<file path="config.mk">
export PLATFORM = sky130hd
export DESIGN_NAME = lsu_mem_port
export DESIGN_NICKNAME = d
export VERILOG_FILES = /design/src/rtl/lsu_pkg.sv /design/src/rtl/mem_load_align.sv /design/src/rtl/lsu_mem_port.sv
export SDC_FILE = /design/constraint.sdc
export NUM_CORES = 1
export LEC_CHECK = 0
export BUFFER_PORTS_ARGS = -buffer_cell sky130_fd_sc_hd__buf_4
export CAP_MARGIN = 20
export CORE_MARGIN = 1.5
export CORE_UTILIZATION = 30
export DETAILED_ROUTE_END_ITERATION = 10
export PLACE_DENSITY = 0.6
export RECOVER_POWER = 100
export SYNTH_ARGS = -nofsm -noshare
export SYNTH_HDL_FRONTEND = slang
export SYNTH_HIERARCHICAL = 1
export SYNTH_SLANG_ARGS = --single-unit
</file>
<file path="constraint.sdc">
create_clock -name clk -period 3.85 [get_ports clk]
set_input_delay 0.77 -clock clk [delete_from_list [all_inputs] [get_ports clk]]
set_output_delay 0.77 -clock clk [all_outputs]
set_load 0.01 [all_outputs]
</file>
<file path="src/rtl/lsu_pkg.sv">
// Shared definitions for the memory-stage load/store unit.
//   - RV32I load/store funct3 encodings
//   - FSM state encoding
//   - access legality check (funct3 + alignment)
package lsu_pkg;

  localparam int unsigned XLEN = 32;

  localparam logic [2:0] F3_B  = 3'd0;
  localparam logic [2:0] F3_H  = 3'd1;
  localparam logic [2:0] F3_W  = 3'd2;
  localparam logic [2:0] F3_BU = 3'd4;
  localparam logic [2:0] F3_HU = 3'd5;

  typedef enum logic [0:0] {
    S_IDLE      = 1'b0,
    S_RMW_WRITE = 1'b1
  } lsu_state_e;

  // Legal when funct3 is defined for the op type and the address is naturally aligned.
  function automatic logic lsu_legal(input logic       we,
                                     input logic [2:0] funct3,
                                     input logic [1:0] addr_lo);
    logic f3_ok;
    logic align_ok;
    if (we) begin
      f3_ok = (funct3 == F3_B) || (funct3 == F3_H) || (funct3 == F3_W);
    end else begin
      f3_ok = (funct3 == F3_B) || (funct3 == F3_H) || (funct3 == F3_W) ||
              (funct3 == F3_BU) || (funct3 == F3_HU);
    end
    case (funct3)
      F3_H, F3_HU: align_ok = ~addr_lo[0];
      F3_W:        align_ok = (addr_lo == 2'b00);
      default:     align_ok = 1'b1;
    endcase
    return f3_ok && align_ok;
  endfunction

endpackage

</file>
<file path="src/rtl/mem_load_align.sv">
// Load data alignment: picks the byte/half lane from a memory word and
// sign- or zero-extends it according to funct3.
// Ports:
//   word_i    - word read from memory
//   addr_lo_i - byte offset within the word
//   funct3_i  - RV32I load funct3
//   data_o    - extended load result (0 for undefined funct3)
module mem_load_align
  import lsu_pkg::*;
(
  input  logic [XLEN-1:0] word_i,
  input  logic [1:0]      addr_lo_i,
  input  logic [2:0]      funct3_i,
  output logic [XLEN-1:0] data_o
);

  logic [4:0]      lane_sh;
  logic [XLEN-1:0] shifted;

  // Little-endian lanes: shifting the word right by 8*offset brings the
  // addressed byte (or the aligned half) down to bit 0.
  assign lane_sh = {addr_lo_i, 3'b000};
  assign shifted = word_i >> lane_sh;

  always_comb begin
    data_o = '0;
    case (funct3_i)
      F3_B:    data_o = {{24{shifted[7]}},  shifted[7:0]};
      F3_H:    data_o = {{16{shifted[15]}}, shifted[15:0]};
      F3_W:    data_o = word_i;
      F3_BU:   data_o = {24'h0, shifted[7:0]};
      F3_HU:   data_o = {16'h0, shifted[15:0]};
      default: data_o = '0;
    endcase
  end

endmodule

</file>
<file path="src/rtl/lsu_mem_port.sv">
// Memory-stage load/store unit driving a word-addressed data memory with
// combinational read and clocked write.
//   - loads: lane extraction with sign/zero extension, 1-cycle response
//   - SW: direct word write, 1-cycle response
//   - SB/SH: read-modify-write over two cycles, pipeline stalled via busy
//   - misaligned or illegal funct3: fault response, memory untouched
// Ports:
//   clk, reset              - clock, synchronous active-low reset
//   req_valid/we/funct3/addr/wdata - request from the MEM stage
//   busy                    - high during the RMW write cycle
//   resp_valid/rdata/fault  - registered completion
//   mem_A/mem_WD/mem_WE     - memory address, write data, write enable
//   mem_RD                  - memory read data
module lsu_mem_port
  import lsu_pkg::*;
#(
  parameter int unsigned ADDR_W = 32,
  parameter int unsigned DATA_W = 32
) (
  input  logic              clk,
  input  logic              reset,
  input  logic              req_valid,
  input  logic              req_we,
  input  logic [2:0]        req_funct3,
  input  logic [ADDR_W-1:0] req_addr,
  input  logic [DATA_W-1:0] req_wdata,
  output logic              busy,
  output logic              resp_valid,
  output logic [DATA_W-1:0] resp_rdata,
  output logic              resp_fault,
  output logic [ADDR_W-1:0] mem_A,
  output logic [DATA_W-1:0] mem_WD,
  output logic              mem_WE,
  input  logic [DATA_W-1:0] mem_RD
);

  lsu_state_e        state_q, state_d;
  logic              resp_valid_q, resp_valid_d;
  logic [DATA_W-1:0] resp_rdata_q, resp_rdata_d;
  logic              resp_fault_q, resp_fault_d;
  logic [DATA_W-1:0] merge_q, merge_d;
  logic [ADDR_W-1:0] addr_q, addr_d;

  logic              accept;
  logic              legal;
  logic              is_sw;
  logic [DATA_W-1:0] load_data;
  logic [4:0]        lane_sh;
  logic [DATA_W-1:0] lane_mask;
  logic [DATA_W-1:0] lane_data;
  logic [DATA_W-1:0] merged;
  logic              mem_we_raw;

  assign busy   = (state_q == S_RMW_WRITE);
  assign accept = req_valid && (state_q == S_IDLE);
  assign legal  = lsu_legal(req_we, req_funct3, req_addr[1:0]);
  assign is_sw  = req_we && (req_funct3 == F3_W);

  mem_load_align u_align (
    .word_i    (mem_RD),
    .addr_lo_i (req_addr[1:0]),
    .funct3_i  (req_funct3),
    .data_o    (load_data)
  );

  // Sub-word store merge: replace the addressed lane(s) of the read word.
  assign lane_sh = {req_addr[1:0], 3'b000};

  always_comb begin
    lane_mask = DATA_W'(8'hFF) << lane_sh;
    lane_data = DATA_W'(req_wdata[7:0]) << lane_sh;
    if (req_funct3 == F3_H) begin
      lane_mask = DATA_W'(16'hFFFF) << lane_sh;
      lane_data = DATA_W'(req_wdata[15:0]) << lane_sh;
    end
  end

  assign merged = (mem_RD & ~lane_mask) | (lane_data & lane_mask);

  // Next-state, response and memory-port logic.
  always_comb begin
    state_d      = state_q;
    resp_valid_d = 1'b0;
    resp_rdata_d = '0;
    resp_fault_d = 1'b0;
    merge_d      = merge_q;
    addr_d       = addr_q;
    mem_A        = req_addr;
    mem_WD       = '0;
    mem_we_raw   = 1'b0;

    case (state_q)
      S_IDLE: begin
        if (accept) begin
          if (!legal) begin
            resp_valid_d = 1'b1;
            resp_fault_d = 1'b1;
          end else if (!req_we) begin
            resp_valid_d = 1'b1;
            resp_rdata_d = load_data;
          end else if (is_sw) begin
            mem_WD       = req_wdata;
            mem_we_raw   = 1'b1;
            resp_valid_d = 1'b1;
          end else begin
            merge_d = merged;
            addr_d  = req_addr;
            state_d = S_RMW_WRITE;
          end
        end
      end
      S_RMW_WRITE: begin
        mem_A        = addr_q;
        mem_WD       = merge_q;
        mem_we_raw   = 1'b1;
        resp_valid_d = 1'b1;
        state_d      = S_IDLE;
      end
      default: state_d = S_IDLE;
    endcase
  end

  // Gate the write while reset is held so a pending RMW write is dropped.
  assign mem_WE = mem_we_raw && reset;

  always_ff @(posedge clk) begin
    if (!reset) begin
      state_q      <= S_IDLE;
      resp_valid_q <= 1'b0;
      resp_rdata_q <= '0;
      resp_fault_q <= 1'b0;
      merge_q      <= '0;
      addr_q       <= '0;
    end else begin
      state_q      <= state_d;
      resp_valid_q <= resp_valid_d;
      resp_rdata_q <= resp_rdata_d;
      resp_fault_q <= resp_fault_d;
      merge_q      <= merge_d;
      addr_q       <= addr_d;
    end
  end

  assign resp_valid = resp_valid_q;
  assign resp_rdata = resp_rdata_q;
  assign resp_fault = resp_fault_q;

endmodule

</file>
==> summary.md, run 1 <==
| Metric | Value |
|---|---|
| DR DRC count | `0` |
| Post-synth top area cell | `dfxtp_1` |
| Storage cell area | `about 2000 sq um` |
| Slew @ Worst Pin | `1.67 ns` |
| Crit Path Class | `input port to output port` |
| Synthesized area | `5710 sq um` |
| Final instance area | `7230 sq um` |
| Filler cells | `approximately 2000` |
| Hold Path Class | `flop to flop` |
| Post-cts resize count | `0` |
| P per Cell Area | `~330 nW/um^2` |
| Layout Utilization | `0.387` |
| Overflow after GRT | `0` |
| Setup violators final | `0` |
| TritonCTS clock tree | `done` |
| Antenna violations before repair | `0` |
| WL/cell | `roughly 19 um` |
| Max Clk Rate | `0.294 GHz` |
| Iteration-0 DRC Markers | `398` |
| Area of the multi-input gates | `3410 sq um` |
| Syn Inst Count | `slightly below 700` |
| Layout cell share with drive strength beyond 1 | `0.213` |
| H-tree Lvls | `3` |
| WP data required | `approximately 3 ns` |
| # nets final | `943` |
| Final worst path period share | `0.883` |
| Die span in y | `141 um` |
| Overall power | `roughly 2.4 mW` |
| Row cnt | `50` |
| Initial Util | `0.305` |
| Most common cell in the netlist | `nand2_1` |
| Area after DPL | `7310 sq um` |
| First-pass DRT Iterations | `5` |
| Final GP Congestion | `0.843` |
| Post-synth EDFFs | `0` |
| Clk root buf | `clkbuf_16` |
| Clock Path Buffers | `2` |
| Syn_area_per_cell | `8.37 sq um` |
| Die X | `141 um` |
| Via/cell ratio | `5.25` |
| Violated checks | `capacitance limit, slew limit` |
| WHS | `0.463 ns` |
| CP max FO | `90` |
| Slew Limit Fails | `160` |
| Worst hold stages | `2` |
| Final setup TNS | `0 ns` |
| Largest net degree at the start of global routing | `91` |
| Worst reg2reg path depth | `5` |
| Worst path arrival time | `2.63 ns` |
| Sink Count | `99` |
| GR Util All Layers | `0.200` |
| WL final | `20.2 mm` |
| Post-CTS Setup Bufs | `0` |
| Max_slew headroom | `-0.114` |
| Critical path capture point type | `output port` |
| Worst-path clk slew | `0.08 ns` |
| Vias in the first global route | `between 5000 and 6000` |
| Yosys Warn Count | `6` |
| TritonCTS Buffers | `9` |
| RSZ-0062 raised after global routing | `false` |
| Routed vias | `roughly 5700` |
| Routed Antenna Nets | `0` |
| Commonest cells in the netlist | `nand2_1 (121), dfxtp_1 (99), nand3_1 (40), a22o_1 (37), clkbuf_1 (34)` |
| Final HPWL DP | `14.3 mm` |
| VDD IR-drop max | `approximately 0.00016 V` |
| Most used DFF post-synth | `dfxtp_1` |
| Synth area leaders | `dfxtp_1 (35%), nand2_1 (8.0%), mux2_2 (6.5%)` |
| Syn nets | `785` |
| Async set-reset flop share out of synthesis | `0` |
| First-pass GRT wire length | `around 30 mm` |
| Max Cap Viol | `2` |
| Minimum clock period | `3.40 ns` |
| Sequential area share after synthesis | `0.347` |
| Status | `finished, violations left` |
| Leakage | `2.77 nW` |
| Final Hold Fails | `0` |
| Io pins | `203` |
| Post-route clock skew | `0.00899 ns` |
| Area growth from synthesis to layout | `26.7%` |
| Cts hold-fix bufs | `0` |
| Area share of the largest cell type after synthesis | `0.347` |
| Port Buf Inserts | `202` |
| CP Launch Type | `input port` |
| Seq cells post-synth | `99` |
| Die area | `19900 sq um` |
| Yosys cell types | `48` |
| Worst skew pair latency | `0.36 ns` |
| Core area | `18700 sq um` |
| ANT cells | `0` |
-- cells by family after synthesis --
family,synth area share
AO/OA/AOI/OAI,0.243
flip-flops,0.347
buffers and inverters,0.0559
multiplexers,0.0960
AND/OR/NAND/NOR,0.258
-- per-layer routing --
metal  share of wire  up-vias  wire [um]  GRT usage
met3           0.058       41       1170     0.0346
met4           0.035        0        706      0.103
met5               0        -          0          0
met2            0.46      225       9400      0.317
met1            0.44     2628       8940      0.261
li1                -     2766          -          -
-- area by class of cell --
| class | count | share of cell area |
|---|---|---|
| Clock buffer | 10 | 0.0331 |
| Clock inverter | 6 | 0.00779 |
| Inverter | 2 | 0.00104 |
| Multi-Input combinational cell | 515 | 0.472 |
| Sequential cell | 99 | 0.274 |
| Tap cell | 234 | 0.0405 |
| Timing Repair Buffer | 213 | 0.171 |
-- where the power goes --
part           internal [mW]  switching (mW)
registers               1.04         0.00938
clock network          0.470           0.446
logic                  0.179           0.221
total                   1.69           0.677
-- registers in the layout, summed over array words and instances, names as in the netlist --
register and count:
busy 1, resp_rdata 32, resp_fault 1, addr_q 32, merge_q 32, resp_valid 1
-- layout by cell type, fill, tap and decap left out, types with 6 or more instances in the layout --
cell	synthesis	routed
a211o_1	15	15
a21boi_0	32	40
a21oi_1	14	14
a22o_1	37	37
a41oi_1	8	8
and2_0	0	14
and2_1	33	18
buf_4	2	111
clkbuf_1	34	97
clkbuf_16	0	9
dfxtp_1	99	99
mux2_2	33	33
mux2i_1	6	6
nand2_1	121	121
nand2b_1	10	10
nand3_1	40	40
nand3b_1	15	15
nand4_1	8	8
nor2b_1	20	20
o211a_1	8	8
o21ai_0	30	31
o21ai_1	20	19
or3_1	8	8
or3b_2	6	6
-- critical path: stages --
cell and delay (ns):
clkbuf_4 0.10, clkbuf_2 1.18, mux2_2 0.35, clkbuf_1 0.17
-- worst paths after layout --
path / start / slack [ns] / end
setup / recovery: req_addr[0] / 0.45 / mem_A[0]
hold / removal: addr_q[11] / 0.46 / addr_q[11]
setup reg to reg: busy / 1.27 / resp_rdata[1]
hold reg to reg: addr_q[11] / 0.46 / addr_q[11]
-- metrics by stage --
step	instances	setup slack, ns
6_report	1079	0.452
5_1_grt	1079	0.317
4_1_cts	1079	0.744
3_5_place_dp	1063	0.759
3_3_place_gp	1063	0.809
2_1_floorplan	682	1.01
Power figures use the tool's default switching activity.
==> run 2: changes to the inputs <==
clock period = 3.68 ns   (was 3.85 ns; I/O delays follow)
==> run 2 against run 1 <==
Net effect: the flow still finishes with violations (capacitance limit, slew limit); register-to-register slack worse by 0.53 ns; via count up 1.0%; clock-buffer cell count did not move; worst hold slack got worse by 0.0023 ns; global-route usage fell by 0.30 points; critical path type unchanged; highest routed layer unchanged.
==> summary.md, run 2 (same netlist as run 1, synthesis figures left out) <==
| Metric | Value |
|---|---|
| Worst skew pair latency | `0.35 ns (was 0.36 ns)` |
| # nets final | `944 (was 943)` |
| Area growth from synthesis to layout | `26.5% (was 26.7%)` |
| P per Cell Area | `339 nW/um^2 (was 327 nW/um^2)` |
| Vias in the first global route | `5158 (was 5336)` |
| Clock share of power | `0.380 (was 0.387)` |
| Core area | `18700 sq um (unchanged)` |
| Hold Path Class | `flop to flop (unchanged)` |
| WL/cell | `18.6 um (was 18.7 um)` |
| Critical path capture point type | `output port (unchanged)` |
| Largest net degree at the start of global routing | `89 (was 91)` |
| Leakage | `2.75 nW (was 2.77 nW)` |
| Worst hold stages | `2 (unchanged)` |
| Worst reg2reg path depth | `5 (unchanged)` |
| Max Clk Rate | `0.310 GHz` |
| Most frequent cells in the layout | `nand2_1 (121), buf_4 (111), clkbuf_1 (102), dfxtp_1 (99), nand3_1 (40) (was nand2_1 (121), buf_4 (111), dfxtp_1 (99), clkbuf_1 (97))` |
| Die area | `19900 sq um (unchanged)` |
| Sequential share of power | `0.450 (was 0.444)` |
| Final worst path period share | `0.877` |
| Leading cell type in the layout, fill and taps excluded | `nand2_1 (unchanged)` |
| Routed Antenna Nets | `0 (unchanged)` |
| Overflow after GRT | `0 (unchanged)` |
| Violated checks | `capacitance limit, slew limit (unchanged)` |
| Iteration-0 DRC Markers | `525 (was 398)` |
| Post-route clock skew | `0.00694 ns (was 0.00899 ns)` |
| Sink Count | `99 (unchanged)` |
| TritonCTS clock tree | `done (unchanged)` |
| Max_slew headroom | `-0.0425 (was -0.114)` |
| Area after DPL | `7320 sq um (was 7310 sq um)` |
| Io pins | `203 (unchanged)` |
| Setup violators final | `0 (unchanged)` |
| CP Launch Type | `input port (unchanged)` |
| Net Sw Frac | `0.285 (was 0.286)` |
| Minimum clock period | `3.23 ns` |
| Switching power | `0.695 mW (was 0.677 mW)` |
| Worst path arrival time | `2.49 ns (was 2.63 ns)` |
| RSZ-0062 raised after global routing | `false (unchanged)` |
| Comb pwr share | `0.170 (was 0.169)` |
| Cell-internal power | `1.75 mW (was 1.69 mW)` |
| Max Cap Viol | `1 (was 2)` |
| Final GP Congestion | `0.877 (was 0.843)` |
| Port Buf Inserts | `202 (unchanged)` |
| Routed vias | `5717 (was 5660)` |
| Worst-path clk slew | `0.07 ns (was 0.08 ns)` |
| First-pass DRT Iterations | `5 (unchanged)` |
| Final Hold Fails | `0 (unchanged)` |
| Post-CTS Setup Bufs | `0 (unchanged)` |
| H-tree Lvls | `3 (unchanged)` |
| Slew Limit Fails | `69 (was 160)` |
| Status | `finished, violations left (unchanged)` |
| Cell Count, Final, Fillers Out | `1080 (was 1079)` |
| Filler cells | `1988 (was 2025)` |
| Slew @ Worst Pin | `1.56 ns (was 1.67 ns)` |
| Final instance area | `7220 sq um (was 7230 sq um)` |
| DR DRC count | `0 (unchanged)` |
| ANT cells | `0 (unchanged)` |
| WL final | `20.1 mm (was 20.2 mm)` |
| Row cnt | `50 (unchanged)` |
| Placed cells | `1064 (was 1063)` |
| Die span in y | `141 um (unchanged)` |
| First-pass GRT wire length | `30.1 mm (was 30.3 mm)` |
| Clock Path Buffers | `2 (unchanged)` |
| Antenna violations before repair | `0 (unchanged)` |
| Post-cts resize count | `0 (unchanged)` |
| TritonCTS Buffers | `9 (unchanged)` |
| VDD IR-drop max | `0.000161 V (was 0.000163 V)` |
| Clk root buf | `clkbuf_16 (unchanged)` |
| Crit Path Class | `input port to output port (unchanged)` |
| Final HPWL DP | `14.5 mm (was 14.3 mm)` |
| CP max FO | `33 (was 90)` |
| Via/cell ratio | `5.29 (was 5.25)` |
| WP data required | `2.94 ns (was 3.08 ns)` |
| Initial Util | `0.305 (unchanged)` |
| Cts hold-fix bufs | `0 (unchanged)` |
| Die X | `141 um (unchanged)` |
| Layout cell share with drive strength beyond 1 | `0.207 (was 0.213)` |
| GR Util All Layers | `0.197 (was 0.200)` |
| Final setup TNS | `0 ns (unchanged)` |
==> run 2: per-layer routing <==
metal	track usage	wire length, um
met3	0.0374	1130
met1	0.264	9010
met5	0	0
met4	0.0652	439
met2	0.319	9500
==> run 2: through the flow <==
step	hold WS [ns]	total power [mW]	setup slack (ns)	util
after floorplan	0.435	1.34	0.910	-
after global placement	0.448	1.56	0.694	0.391
after detailed placement	0.453	1.56	0.639	0.391
after CTS	0.465	2.49	0.642	0.407
after global routing	0.476	2.56	0.201	0.386
final	0.461	2.44	0.453	0.386
==> run 2: worst paths after layout <==
path                                     from        endpoint  slack, ns
worst max register to register           busy  resp_rdata[10]       0.74
worst min-delay path               addr_q[11]      addr_q[11]       0.46
worst min register to register     addr_q[11]      addr_q[11]       0.46
worst max-delay path            req_funct3[2]       mem_WD[0]       0.45
==> run 2: worst max-delay path, stage by stage <==
cell and delay (ns):
clkbuf_1 0.23, nor4bb_1 0.53, and4b_1 0.26, buf_4 0.35, a22o_1 0.20, clkbuf_1 0.16
==> run 2: power groups by stage <==
| stage | clock [mW] | sequential, mW | combinational [mW] |
|---|---|---|---|
| finish | 0.929 | 1.10 | 0.416 |
| global route | 1.00 | 1.10 | 0.450 |
| CTS | 0.958 | 1.10 | 0.438 |
| detailed placement | 0 | 1.12 | 0.436 |
| global placement | 0 | 1.13 | 0.436 |
| floorplan | 0 | 1.12 | 0.220 |
==> run 2: cell type report <==
type | instances | area (sq um) | area share
multi-input combinational | 515 | 3410 | 0.473
sequential | 99 | 1980 | 0.274
timing repair buffer | 214 | 1240 | 0.171
tap | 234 | 293 | 0.0405
clock buffer | 10 | 229 | 0.0317
clock inverter | 6 | 60.1 | 0.00832
inverter | 2 | 7.51 | 0.00104
